[src/rtl/lsu_pkg.sv]
// Shared definitions for the load/store unit.
//   SZ_B / SZ_H / SZ_W : access size encodings (2'b11 behaves as a word)
//   ST_*               : FSM state encodings
//   ctrl_t             : request control bits held for the duration of an op
//   lane_mask()        : byte lanes touched, bits [3:0] first word, [7:4] second word
//   needs_split()      : access crosses a word boundary
package lsu_pkg;

   localparam logic [1:0] SZ_B = 2'b00;
   localparam logic [1:0] SZ_H = 2'b01;
   localparam logic [1:0] SZ_W = 2'b10;

   localparam logic [2:0] ST_IDLE   = 3'd0;
   localparam logic [2:0] ST_ISSUE0 = 3'd1;
   localparam logic [2:0] ST_WAIT0  = 3'd2;
   localparam logic [2:0] ST_ISSUE1 = 3'd3;
   localparam logic [2:0] ST_WAIT1  = 3'd4;
   localparam logic [2:0] ST_RESP   = 3'd5;

   typedef struct packed {
      logic       we;
      logic [1:0] size;
      logic       zero_ext;
   } ctrl_t;

   function automatic logic [7:0] lane_mask(input logic [1:0] size, input logic [1:0] off);
      logic [7:0] base;
      case (size)
         SZ_B:    base = 8'h01;
         SZ_H:    base = 8'h03;
         default: base = 8'h0F;
      endcase
      return base << off;
   endfunction

   function automatic logic needs_split(input logic [1:0] size, input logic [1:0] off);
      logic split;
      case (size)
         SZ_B:    split = 1'b0;
         SZ_H:    split = (off == 2'd3);
         default: split = (off != 2'd0);
      endcase
      return split;
   endfunction

endpackage

[src/rtl/lsu_lane_align.sv]
// Combinational lane steering for the load/store unit.
//   size, zero_ext, offset : registered request attributes (offset = addr[1:0])
//   wdata                  : right-justified store data
//   lo_word, hi_word       : captured RAM words (first / second access)
//   mask                   : byte lanes, [3:0] first access, [7:4] second access
//   wdata_rot              : store data rotated left by 8*offset (same for both accesses)
//   rdata_ext              : load data shifted down and sign/zero extended
module lsu_lane_align
   import lsu_pkg::*;
(
   input  logic [1:0]  size,
   input  logic        zero_ext,
   input  logic [1:0]  offset,
   input  logic [31:0] wdata,
   input  logic [31:0] lo_word,
   input  logic [31:0] hi_word,
   output logic [7:0]  mask,
   output logic [31:0] wdata_rot,
   output logic [31:0] rdata_ext
);

   logic [31:0] shifted;

   assign mask = lane_mask(size, offset);

   // A rotate lets the bytes that spill past lane 3 land in lanes 0.. of the second word.
   assign wdata_rot = 32'({wdata, wdata} >> (6'd32 - {1'b0, offset, 3'b000}));

   assign shifted = 32'({hi_word, lo_word} >> {offset, 3'b000});

   always_comb begin
      rdata_ext = shifted;
      case (size)
         SZ_B:    rdata_ext = zero_ext ? {24'h0, shifted[7:0]}
                                       : {{24{shifted[7]}}, shifted[7:0]};
         SZ_H:    rdata_ext = zero_ext ? {16'h0, shifted[15:0]}
                                       : {{16{shifted[15]}}, shifted[15:0]};
         default: rdata_ext = shifted;
      endcase
   end

endmodule

[src/rtl/load_store_unit.sv]
// Load/store unit between the execute stage and a word-wide data RAM.
// Converts byte/half/word accesses into word-aligned RAM cycles with byte
// write enables; one request in flight, completion signalled by valid_o.
// Build option LSU_MISALIGN_SPLIT_EN: when defined, word-crossing accesses are
// split into two RAM accesses; otherwise they complete at once with misalign_o.
//   clk_i, rst_i       : clock, synchronous active-high reset
//   req_i / ready_o    : request handshake
//   we_i, size_i, unsigned_i, addr_i, wdata_i : request attributes
//   valid_o, rdata_o, misalign_o              : completion
//   mem_addr_o, mem_wdata_o, mem_wen_o, mem_ren_o, mem_rdata_i : RAM side
//
// state  | meaning
// IDLE   | ready for a request
// ISSUE0 | first RAM access (word containing addr)
// WAIT0  | load: capture first RAM word
// ISSUE1 | second RAM access (next word), split builds only
// WAIT1  | load: capture second RAM word, split builds only
// RESP   | valid_o pulse
module load_store_unit
   import lsu_pkg::*;
#(
   parameter int ADDR_W = 32
) (
   input  logic              clk_i,
   input  logic              rst_i,
   input  logic              req_i,
   input  logic              we_i,
   input  logic [1:0]        size_i,
   input  logic              unsigned_i,
   input  logic [ADDR_W-1:0] addr_i,
   input  logic [31:0]       wdata_i,
   output logic              ready_o,
   output logic              valid_o,
   output logic [31:0]       rdata_o,
   output logic              misalign_o,
   output logic [ADDR_W-1:0] mem_addr_o,
   output logic [31:0]       mem_wdata_o,
   output logic [3:0]        mem_wen_o,
   output logic              mem_ren_o,
   input  logic [31:0]       mem_rdata_i
);

   logic [2:0]        state_q, state_d;
   ctrl_t             ctrl_q;
   logic [ADDR_W-1:0] addr_q;
   logic [31:0]       wdata_q;
   logic [31:0]       lo_q;
   logic [31:0]       hi_word;
   logic [31:0]       rdata_q;
   logic              mis_q;
   logic [7:0]        lanes;
   logic [3:0]        wen0;
   logic [31:0]       wdata_rot;
   logic [31:0]       rdata_ext;
   logic [31:0]       resp_rdata;
   logic              resp_updates;
   logic [ADDR_W-1:0] word0;
   logic              accept;

   assign accept = req_i && (state_q == ST_IDLE);
   assign word0  = {addr_q[ADDR_W-1:2], 2'b00};

`ifdef LSU_MISALIGN_SPLIT_EN
   logic [31:0]       hi_q;
   logic [ADDR_W-1:0] word1;
   logic              split;

   assign hi_word = hi_q;
   assign word1   = word0 + ADDR_W'(4);
   assign split   = |lanes[7:4];
   assign mis_q   = 1'b0;
   assign wen0    = lanes[3:0];
`else
   assign hi_word = 32'h0;
   // A crossing op never reaches ISSUE0 here; the gate just keeps a partial
   // first-word write impossible should that ever change.
   assign wen0    = (|lanes[7:4]) ? 4'b0000 : lanes[3:0];
`endif

   lsu_lane_align u_align (
      .size      (ctrl_q.size),
      .zero_ext  (ctrl_q.zero_ext),
      .offset    (addr_q[1:0]),
      .wdata     (wdata_q),
      .lo_word   (lo_q),
      .hi_word   (hi_word),
      .mask      (lanes),
      .wdata_rot (wdata_rot),
      .rdata_ext (rdata_ext)
   );

   always_comb begin
      state_d = state_q;
      case (state_q)
         ST_IDLE: begin
            if (req_i) begin
`ifdef LSU_MISALIGN_SPLIT_EN
               state_d = ST_ISSUE0;
`else
               state_d = needs_split(size_i, addr_i[1:0]) ? ST_RESP : ST_ISSUE0;
`endif
            end
         end
         ST_ISSUE0: begin
            if (!ctrl_q.we) begin
               state_d = ST_WAIT0;
            end else begin
`ifdef LSU_MISALIGN_SPLIT_EN
               state_d = split ? ST_ISSUE1 : ST_RESP;
`else
               state_d = ST_RESP;
`endif
            end
         end
         ST_WAIT0: begin
`ifdef LSU_MISALIGN_SPLIT_EN
            state_d = split ? ST_ISSUE1 : ST_RESP;
`else
            state_d = ST_RESP;
`endif
         end
`ifdef LSU_MISALIGN_SPLIT_EN
         ST_ISSUE1: state_d = ctrl_q.we ? ST_RESP : ST_WAIT1;
         ST_WAIT1:  state_d = ST_RESP;
`endif
         ST_RESP:   state_d = ST_IDLE;
         default:   state_d = ST_IDLE;
      endcase
   end

   // Loads and flagged ops refresh rdata_o; clean stores leave it untouched.
   assign resp_updates = !ctrl_q.we || mis_q;
   assign resp_rdata   = mis_q ? 32'h0 : rdata_ext;

   always_ff @(posedge clk_i) begin
      if (rst_i) begin
         state_q <= ST_IDLE;
         ctrl_q  <= '0;
         addr_q  <= '0;
         wdata_q <= '0;
         lo_q    <= '0;
         rdata_q <= '0;
`ifdef LSU_MISALIGN_SPLIT_EN
         hi_q    <= '0;
`else
         mis_q   <= 1'b0;
`endif
      end else begin
         state_q <= state_d;
         if (accept) begin
            ctrl_q.we       <= we_i;
            ctrl_q.size     <= size_i;
            ctrl_q.zero_ext <= unsigned_i;
            addr_q          <= addr_i;
            wdata_q         <= wdata_i;
            lo_q            <= '0;
`ifdef LSU_MISALIGN_SPLIT_EN
            hi_q            <= '0;
`else
            mis_q           <= needs_split(size_i, addr_i[1:0]);
`endif
         end
         if (state_q == ST_WAIT0) begin
            lo_q <= mem_rdata_i;
         end
`ifdef LSU_MISALIGN_SPLIT_EN
         if (state_q == ST_WAIT1) begin
            hi_q <= mem_rdata_i;
         end
`endif
         if ((state_q == ST_RESP) && resp_updates) begin
            rdata_q <= resp_rdata;
         end
      end
   end

   always_comb begin
      mem_addr_o  = '0;
      mem_wdata_o = '0;
      mem_wen_o   = '0;
      mem_ren_o   = 1'b0;
      if (!rst_i) begin
         case (state_q)
            ST_ISSUE0: begin
               mem_addr_o = word0;
               mem_ren_o  = !ctrl_q.we;
               if (ctrl_q.we) begin
                  mem_wdata_o = wdata_rot;
                  mem_wen_o   = wen0;
               end
            end
`ifdef LSU_MISALIGN_SPLIT_EN
            ST_ISSUE1: begin
               mem_addr_o = word1;
               mem_ren_o  = !ctrl_q.we;
               if (ctrl_q.we) begin
                  mem_wdata_o = wdata_rot;
                  mem_wen_o   = lanes[7:4];
               end
            end
`endif
            default: ;
         endcase
      end
   end

   assign ready_o = (state_q == ST_IDLE);
   assign valid_o = (state_q == ST_RESP);
   assign rdata_o = (valid_o && resp_updates) ? resp_rdata : rdata_q;

`ifdef LSU_MISALIGN_SPLIT_EN
   assign misalign_o = 1'b0;
`else
   assign misalign_o = valid_o && mis_q;
`endif

endmodule

[config.mk]
export PLATFORM = sky130hd
export DESIGN_NAME = load_store_unit
export DESIGN_NICKNAME = d
export VERILOG_FILES = /design/src/rtl/lsu_pkg.sv /design/src/rtl/lsu_lane_align.sv /design/src/rtl/load_store_unit.sv
export SDC_FILE = /design/constraint.sdc
export NUM_CORES = 1
export LEC_CHECK = 0
export BUFFER_PORTS_ARGS = -buffer_cell sky130_fd_sc_hd__buf_2
export CAP_MARGIN = 15
export CORE_ASPECT_RATIO = 2
export CORE_MARGIN = 10
export CORE_UTILIZATION = 25
export CTS_CLUSTER_SIZE = 16
export DETAILED_ROUTE_END_ITERATION = 8
export PLACE_DENSITY_LB_ADDON = 0.12
export SLEW_MARGIN = 10
export SYNTH_ARGS = -nofsm -noshare
export SYNTH_HDL_FRONTEND = slang
export SYNTH_SLANG_ARGS = --single-unit
export TNS_END_PERCENT = 5
[constraint.sdc]
create_clock -name clk_i -period 2.2 [get_ports clk_i]
set_clock_uncertainty 0.05 [all_clocks]
set_input_delay 0.11 -clock clk_i [delete_from_list [all_inputs] [get_ports clk_i]]
set_output_delay 0.11 -clock clk_i [all_outputs]
set_load 0.01 [all_outputs]
==> summary.txt, run 1 <==
Run status
  – Status: finished, violations left
  – Failing checks: negative setup slack

Die
  – Die Width: 137 um
  – Starting Density: 25.2%
  – # rows: 85
  – Core area: 26,900 um^2
  – IO Count: 207
  – Die H: 253 um
  – Die Area: 34,500 um^2

Yosys
  – Synthesized area: 6790 um^2
  – Synth warn: 0
  – Synth area leader: dfxtp_1
  – Post-synthesis cell count: 847
  – Synth area leaders: dfxtp_1 (40%), nand2_1 (11%), a21oi_1 (8.0%), mux2i_1 (5.8%), and2_1 (3.8%)
  – Syn_area_per_cell: 8.02 um^2
  – Flops & latches, synth: 136
  – Most used flip-flop cell after synthesis: dfxtp_1
  – Post-synth EDFFs: 0
  – Dominant cell by count in the synthesized netlist: nand2_1
  – Commonest cells in the netlist: nand2_1 (197), dfxtp_1 (136), a21oi_1 (109)
  – Seq/Total Area, Yosys: 40.1%
  – Asr flop ratio synth: 0%
  – Cell variety after synth: 45
  – Top cell type's share of synthesized area: 40.1%

Pwr
  – Combinational power share: 17.4%
  – Psw: 1910 uW
  – Internal: 4860 uW
  – Leakage Power: 0.00427 uW
  – P per Cell Area: 660 nW/um^2
  – Switching Share: 28.2%
  – Sequential power share: 39.9%
  – Clock power frac: 42.7%
  – IR Drop Worst-Case VDD: 0.517 mV
  – Total power: 6760 uW

STA
  – Final WS setup: -0.0540 ns
  – Worst-margin pin slew: 0.729 ns
  – Final hold vios: 0
  – Fmax: 0.444 GHz
  – Pins Over Slew Limit: 0
  – Post-layout minimum cycle time: 2.25 ns
  – Setup-failing EPs final: 20
  – Unrepaired setup endpoints after global routing: true
  – Period utilisation layout: 102%
  – Max_slew headroom: 51.4%

Placed design
  – Pre-CTS setup slack: 0.181 ns
  – GP Congestion: 0.831
  – Final HPWL DP: 21,200 um
  – I/O Buffers: 204

Global routing
  – First-pass GRT wire length: 44,500 um
  – All-layer global routing usage: 17.0%
  – Initial antenna violation count: 3
  – Largest net degree at the start of global routing: 123
  – GRT Max-Usage Layer: met2
  – Met1 Resource Use GR: 16.2%
  – GR Layer Usage met2: 32.7%
  – Vias in the first global route: 7,451
  – Met3 Resource Use GR: 4.49%
  – Total gr overflow: 0

CTS
  – Worst-skew pair later-pin latency: 0.44 ns
  – Root buf cell: clkbuf_16
  – CTS clk-pin slew, worst paths: 0.06 ns
  – H-tree Lvls: 4
  – Clock Sinks: 136
  – CTS tree: yes
  – Clk buf depth: 2
  – CTS Buf Count: 17

Detailed routing
  – Via count: 7,121
  – Remaining antenna violation count: 0
  – Drt wl/cell: 19.5 um
  – First-pass DRT Iterations: 4
  – DRC viols: 0
  – Drt total wl: 29,200 um
  – Via-per-instance ratio: 4.75
  – Initial DRC Count: 390

Min path
  – Hold Crit Class: input pin to flop

Critical path
  – Crit end category: output port
  – Critical Path RT: 2.04 ns
  – Critical Path AT: 2.09 ns
  – Worst Setup Path Type: flop to output port
  – CP Max Fanout: 28
  – Startpoint Class: flop

Cells and area
  – Area of the multi-input gates: 3940 um^2
  – Number of fill cells: 2,874
  – Synth-to-Final Area Change: 50.8%
  – Share of cells above drive strength 1: 29.6%
  – Register area: 2740 um^2
  – Final core occ: 38.1%
  – Nets: 1,241

Job
  – Max cap viols: 0
## placed cells by master (no fill, tap or decap), types with 3 or more instances in the layout
master,netlist,final
mux2_2,9,9
a22oi_2,0,12
o21ai_0,25,24
inv_1,6,6
and3_1,10,8
clkbuf_16,0,18
a22o_1,16,16
a211oi_1,9,4
buf_6,0,10
a32o_1,7,7
nand2_1,197,196
a2bb2oi_1,9,9
nor2_1,26,24
a21oi_1,109,108
buf_2,10,200
a211oi_2,1,6
buf_12,0,10
mux4_2,9,9
buf_4,2,23
a22oi_1,18,6
dfxtp_2,0,5
and2_1,41,40
diode_2,0,3
o22a_1,16,16
nor2b_1,11,10
nand3_1,33,33
clkinv_2,0,4
dlygate4sd3_1,0,100
mux2i_1,39,37
dfxtp_1,136,129
nand2b_1,18,17
## worst max-delay path, cell delays in order, from the launching register on
cell and delay [ns]:
dfxtp_4 0.42, clkinv_4 0.10, ha_4 0.32, buf_12 0.18, mux4_2 0.30, and3_1 0.20, buf_2 0.14
## kinds of logic after synthesis
kind of cell / share of synthesized area [%]
mux: 10.2
xor+xnor: 0.258
flops: 40.1
simple gates: 23.7
compound gates: 20.4
other cells: 0.0552
fa+ha+maj: 0.369
buf+inv: 4.83
## per-stage QoR
step,setup TNS [ns],hold WS (ns),cells,cell area (um^2)
2_1_floorplan,0,0.196,848,6800
3_3_place_gp,0,0.301,1357,8300
3_5_place_dp,0,0.306,1357,8300
4_1_cts,-2.29,0.117,1493,10100
5_1_grt,-4.78,0.169,1499,10200
6_report,-0.463,0.138,1499,10200
## final timing paths
kind / cells past startpoint / endpoint / startpoint / slack [ns]
setup reg to reg: 4 / rdata_q[30] / state_q[1] / 0.32
hold reg to reg: 2 / addr_q[7] / addr_q[7] / 0.40
hold / removal: 4 / state_q[0] / req_i / 0.14
setup / recovery: 6 / mem_wdata_o[6] / addr_q[0] / -0.05
## registers in the layout, indices dropped and copies added (netlist names)
| register | count |
|---|---|
| addr_q | 32 |
| ctrl_q | 4 |
| lo_q | 32 |
| mis_q | 1 |
| rdata_q | 32 |
| state_q | 3 |
| wdata_q | 32 |
## layout make-up
class                      count  area share (%)
multi-input combinational    630            38.5
sequential                   136            26.7
timing repair buffer         344            24.5
clock buffer                  20            4.46
tap                          348            4.25
clock inverter                11            1.19
inverter                       7           0.306
antenna                        3          0.0733
## per-layer routing
| metal | vias up | share of wire (%) |
|---|---|---|
| li1 | 3519 | - |
| met3 | 33 | 3.8 |
| met1 | 3415 | 35 |
| met4 | 0 | 3.1 |
| met5 | - | 0 |
| met2 | 154 | 58 |
## power by group through the flow
stage / clock network, uW / logic [uW] / registers, uW
finish: 2890 / 1180 / 2700
global route: 3080 / 1300 / 2710
CTS: 2970 / 1170 / 2700
detailed placement: 0 / 974 / 2750
global placement: 0 / 970 / 2750
floorplan: 0 / 619 / 2690
## repair_timing
action                                  in CTS  in global routing
endpoints found under the setup margin      65                 66
hold buffers                               100                  0
setup buffers                                5                  2
pin swaps                                    5                  6
resized for setup                           45                 20
cloned                                       0                  1
hold endpoints to repair                   101                  0
Note: power is estimated with default switching activity, not from simulation.
==> inputs of run 2 (changes only) <==
--- a/config.mk
+++ b/config.mk
@@ -13,6 +13,7 @@
 export CTS_CLUSTER_SIZE = 16
 export DETAILED_ROUTE_END_ITERATION = 8
 export PLACE_DENSITY_LB_ADDON = 0.12
+export RECOVER_POWER = 100
 export SLEW_MARGIN = 10
 export SYNTH_ARGS = -nofsm -noshare
 export SYNTH_HDL_FRONTEND = slang
==> run 2 against run 1 <==
  * The flow still finishes with violations (negative setup slack)
  * Final area decreased by 0.70%
  * First-iteration DRC count increased by 1.8%
  * Routed wire length decreased by 0.19%
  * Total power decreased by 0.54%
  * Global-route usage unchanged
  * Critical path depth increased by 1
  * Largest cell class unchanged
==> summary.txt, run 2 (synthesis results as in run 1) <==
Run status
  – Status: finished, violations left
  – Failing checks: negative setup slack

Global routing
  – Initial antenna violation count: 3
  – First-pass GRT wire length: 44,500 um
  – GR Layer Usage met2: 32.7%
  – Largest net degree at the start of global routing: 123
  – Total gr overflow: 0
  – Vias in the first global route: 7,451
  – Met1 Resource Use GR: 16.2%
  – Met3 Resource Use GR: 4.49%
  – GRT Max-Usage Layer: met2
  – All-layer global routing usage: 17.0%

Cells and area
  – Commonest cells after routing, fill and taps aside: nand2_1 (196), buf_2 (171), dfxtp_1 (130)
  – Share of cells above drive strength 1: 28.8%
  – Area of the multi-input gates: 3920 um^2
  – Register area: 2740 um^2
  – Design Area, Final: 10,200 um^2
  – Number of fill cells: 2,885
  – Most common cell after layout, fill and taps aside: nand2_1
  – Synth-to-Final Area Change: 49.8%
  – Finished Layout Cells: 1,499
  – Nets: 1,241

Critical path
  – Critical Path RT: 2.04 ns
  – Crit end category: output port
  – R2R Setup Slk: 0.16 ns
  – Worst path cell trace: buf_6, or4b_4, nor3_4, buf_6, a22oi_2, nand2b_1, buf_2
  – Startpoint Class: flop
  – Worst Setup Path Type: flop to output port
  – Critical Path AT: 2.08 ns
  – Delay of the slowest critical-path stage: 0.53 ns
  – Worst path bufs/invs: 3
  – Most used cell, CP: buf_6
  – Top delay family on crit path: simple AND/OR/NAND/NOR gates
  – CP Max Fanout: 8
  – Slowest-stage cell, CP: or4b_4

Placed design
  – Post-DP Area: 8300 um^2
  – I/O Buffers: 204
  – Placed insts: 1,357
  – GP Congestion: 0.831
  – Final HPWL DP: 21,200 um
  – Pre-CTS setup slack: 0.181 ns

STA
  – Period utilisation layout: 102%
  – Max_slew headroom: 49.5%
  – Post-layout minimum cycle time: 2.24 ns
  – Pins Over Slew Limit: 0
  – Setup-failing EPs final: 16
  – Final WS setup: -0.0408 ns
  – Fmax: 0.446 GHz
  – Unrepaired setup endpoints after global routing: true
  – Worst-margin pin slew: 0.757 ns
  – Final hold vios: 0

Die
  – # rows: 85
  – IO Count: 207
  – Die H: 253 um
  – Die Area: 34,500 um^2
  – Starting Density: 25.2%
  – Core area: 26,900 um^2
  – Die Width: 137 um

CTS
  – H-tree Lvls: 4
  – Clock Sinks: 136
  – Clk buf depth: 2
  – CTS Buf Count: 17
  – CTS tree: yes
  – Worst-skew pair later-pin latency: 0.44 ns
  – Root buf cell: clkbuf_16
  – CTS clk-pin slew, worst paths: 0.06 ns

Pwr
  – IR Drop Worst-Case VDD: 0.491 mV
  – Leakage Power: 0.00418 uW
  – P per Cell Area: 662 nW/um^2

Detailed routing
  – Via-per-instance ratio: 4.76
  – Initial DRC Count: 397
  – DRC viols: 0
  – Remaining antenna violation count: 0
  – Via count: 7,130
  – First-pass DRT Iterations: 4
  – Drt wl/cell: 19.5 um
  – Drt total wl: 29,200 um

Min path
  – Hold Crit Class: input pin to flop

Job
  – Max cap viols: 0
## run 2: worst reg2reg max path, cell delays in order (launching register included)
cell,delay [ns]
dfxtp_1,0.40
clkbuf_1,0.21
nor3_1,0.09
clkbuf_1,0.13
nand2_2,0.45
buf_4,0.38
nand3_1,0.11
a21oi_1,0.15
## run 2: worst paths after layout
kind                    from     endpoint  cells after the start
setup / recovery   addr_q[1]  rdata_o[25]                      7
hold / removal         req_i   state_q[0]                      4
setup reg to reg  state_q[0]     lo_q[23]                      7
hold reg to reg    addr_q[7]    addr_q[7]                      2
## run 2: layout make-up
class,instances,area share [%]
Multi-Input combinational cell,630,38.6
Sequential cell,136,26.9
Timing Repair Buffer,344,24.2
Clock buffer,20,4.49
Tap cell,348,4.28
Clock inverter,11,1.19
Inverter,7,0.283
Antenna cell,3,0.0738
## run 2: layer usage
layer | share of wire (%) | wire length (um)
met2 | 58 | 16900
met5 | 0 | 0
met4 | 3.5 | 1030
met3 | 4.3 | 1250
met1 | 34 | 9980
## run 2: power breakdown
group | total, uW | switching [uW] | internal (uW)
logic | 1150 | 617 | 530
clock network | 2880 | 1160 | 1720
registers | 2700 | 119 | 2580
## run 2: what timing repair did
| action | in CTS | in global routing |
|---|---|---|
| setup endpoints to repair | 65 | 66 |
| pin swaps | 5 | 6 |
| hold buffers | 100 | 0 |
| cloned | 0 | 1 |
| gates resized for setup | 45 | 20 |
| setup buffers | 5 | 2 |
| endpoints found under the hold margin | 101 | 0 |
## run 2: per-stage QoR
stage | hold WS [ns] | utilization (%) | setup TNS, ns | total power [uW]
after floorplan | 0.196 | - | 0 | 3310
after global placement | 0.301 | 30.8 | 0 | 3720
after detailed placement | 0.306 | 30.8 | 0 | 3730
after CTS | 0.117 | 37.6 | -2.29 | 6850
after global routing | 0.151 | 37.8 | -4.57 | 7060
final | 0.118 | 37.8 | -0.270 | 6730
==> inputs of run 3 (changes only) <==
--- a/config.mk
+++ b/config.mk
@@ -9,7 +9,8 @@
 export CAP_MARGIN = 15
 export CORE_ASPECT_RATIO = 2
 export CORE_MARGIN = 10
-export CORE_UTILIZATION = 25
+export CORE_UTILIZATION = 47
+export CTS_CLUSTER_DIAMETER = 40
 export CTS_CLUSTER_SIZE = 16
 export DETAILED_ROUTE_END_ITERATION = 8
 export PLACE_DENSITY_LB_ADDON = 0.12
==> run 3 against run 2 <==
  * The flow still finishes with violations (negative setup slack)
  * First-iteration DRC count down 24%
  * Largest cell class unchanged
  * Utilization up 31 points
  * Sequential share of layout area up 0.87 points
  * Flip-flop and latch count unchanged
==> summary.txt, run 3 (synthesis results as in run 1) <==
Run status
  – Status: finished, violations left
  – Failing checks: negative setup slack

STA
  – Fmax: 0.454 GHz
  – Pins Over Slew Limit: 0
  – Period utilisation layout: 100%
  – TNS Setup: -0.000461 ns
  – Final hold vios: 0
  – Worst-margin pin slew: 0.942 ns
  – Unrepaired setup endpoints after global routing: true
  – Final WS setup: -0.000461 ns
  – Post-layout minimum cycle time: 2.20 ns
  – Max_slew headroom: 37.2%
  – Setup-failing EPs final: 1

Critical path
  – Critical Path RT: 2.04 ns
  – Startpoint Class: flop
  – Crit end category: output port
  – Worst Setup Path Type: flop to output port
  – Critical Path AT: 2.04 ns
  – CP Max Fanout: 11

CTS
  – H-tree Lvls: 4
  – Clk buf depth: 2
  – Root buf cell: clkbuf_16
  – Worst-skew pair later-pin latency: 0.41 ns
  – CTS clk-pin slew, worst paths: 0.06 ns
  – CTS Buf Count: 17
  – Clock Sinks: 136
  – CTS tree: yes

Die
  – Die H: 190 um
  – Core area: 14,300 um^2
  – Starting Density: 47.6%
  – Die Width: 105 um
  – IO Count: 207
  – Die Area: 19,900 um^2
  – # rows: 62

Cells and area
  – Number of fill cells: 1,243
  – Share of cells above drive strength 1: 25.5%
  – Area of the multi-input gates: 3880 um^2
  – Register area: 2740 um^2
  – Synth-to-Final Area Change: 45.3%
  – Nets: 1,236
  – Most common cell after layout, fill and taps aside: nand2_1
  – Finished Layout Cells: 1,338
  – Commonest cells after routing, fill and taps aside: nand2_1 (196), buf_2 (160), dfxtp_1 (127)

Min path
  – Hold Crit Class: input pin to flop

Placed design
  – Pre-CTS setup slack: 0.0292 ns
  – Final HPWL DP: 17,500 um
  – I/O Buffers: 204
  – Placed insts: 1,198
  – GP Congestion: 0.919

Global routing
  – All-layer global routing usage: 24.7%
  – First-pass GRT wire length: 39,300 um
  – Initial antenna violation count: 2
  – Met1 Resource Use GR: 22.8%
  – GR Layer Usage met2: 45.7%
  – GRT Max-Usage Layer: met2
  – Vias in the first global route: 7,435
  – Largest net degree at the start of global routing: 84
  – Total gr overflow: 0
  – Met3 Resource Use GR: 5.76%

Job
  – Max cap viols: 0

Detailed routing
  – Via-per-instance ratio: 5.42
  – Via count: 7,251
  – Initial DRC Count: 302
  – First-pass DRT Iterations: 5
  – Remaining antenna violation count: 0
  – DRC viols: 0
  – Drt total wl: 25,500 um
  – Drt wl/cell: 19.1 um

Pwr
  – IR Drop Worst-Case VDD: 0.573 mV
  – P per Cell Area: 691 nW/um^2
  – Leakage Power: 0.00406 uW
  – Total power: 6820 uW
## run 3: cell types whose count changed in the layout (fill, tap and decap cells not counted), moves of 6 or more
cell	delta
a22oi_1	+12
buf_2	-11
a22oi_2	-12
clkbuf_2	-13
and2_1	-6
clkbuf_1	+24
and2_0	+6
## run 3: per-layer routing
metal | wire length (um) | vias to the layer above
met2 | 13800 | 276
met4 | 1810 | 0
met5 | 0 | -
met3 | 1320 | 90
met1 | 8560 | 3374
li1 | - | 3511
## run 3: path summary, 6_finish.rpt
check,startpoint,endpoint,slack [ns],cells after the start
max,addr_q[0],mem_wdata_o[1],-0.0005,6
min,req_i,state_q[0],0.17,4
max reg2reg,state_q[2],addr_q[4],0.09,6
min reg2reg,addr_q[16],addr_q[16],0.40,2
## run 3: critical path, cell delays in order, from the launching register on
cell and delay (ns):
dfxtp_4 0.43, clkinv_8 0.10, ha_4 0.33, buf_6 0.15, mux4_2 0.29, and3_4 0.19
buf_2 0.14
## run 3: power by group
part / internal [uW] / total [uW] / switching (uW)
sequential: 2580 / 2700 / 121
clock: 1760 / 2990 / 1230
combinational: 530 / 1130 / 600
total: 4870 / 6820 / 1950
## run 3: layout make-up
| type | count | area share [%] |
|---|---|---|
| antenna | 2 | 0.0507 |
| clock buffer | 18 | 4.45 |
| clock inverter | 14 | 1.78 |
| inverter | 7 | 0.393 |
| multi-input combinational | 630 | 39.3 |
| sequential | 136 | 27.8 |
| tap | 192 | 2.44 |
| timing repair buffer | 339 | 23.8 |
## run 3: metrics by stage
stage / utilization (%) / hold WS [ns] / area (um^2)
6_report: 69.1 / 0.169 / 9860
5_1_grt: 69.1 / 0.194 / 9860
4_1_cts: 69.1 / 0.140 / 9860
3_5_place_dp: 56.4 / 0.306 / 8050
3_3_place_gp: 56.4 / 0.300 / 8050
2_1_floorplan: - / 0.196 / 6800
## run 3: what timing repair did
item / in CTS / in global routing
pin swaps: 5 / 2
resized for setup: 34 / 18
buffers inserted: 3 / 0
gates cloned: 2 / 0
hold buffers: 101 / 0
endpoints found under the hold margin: 103 / 0
setup endpoints to repair: 65 / 53
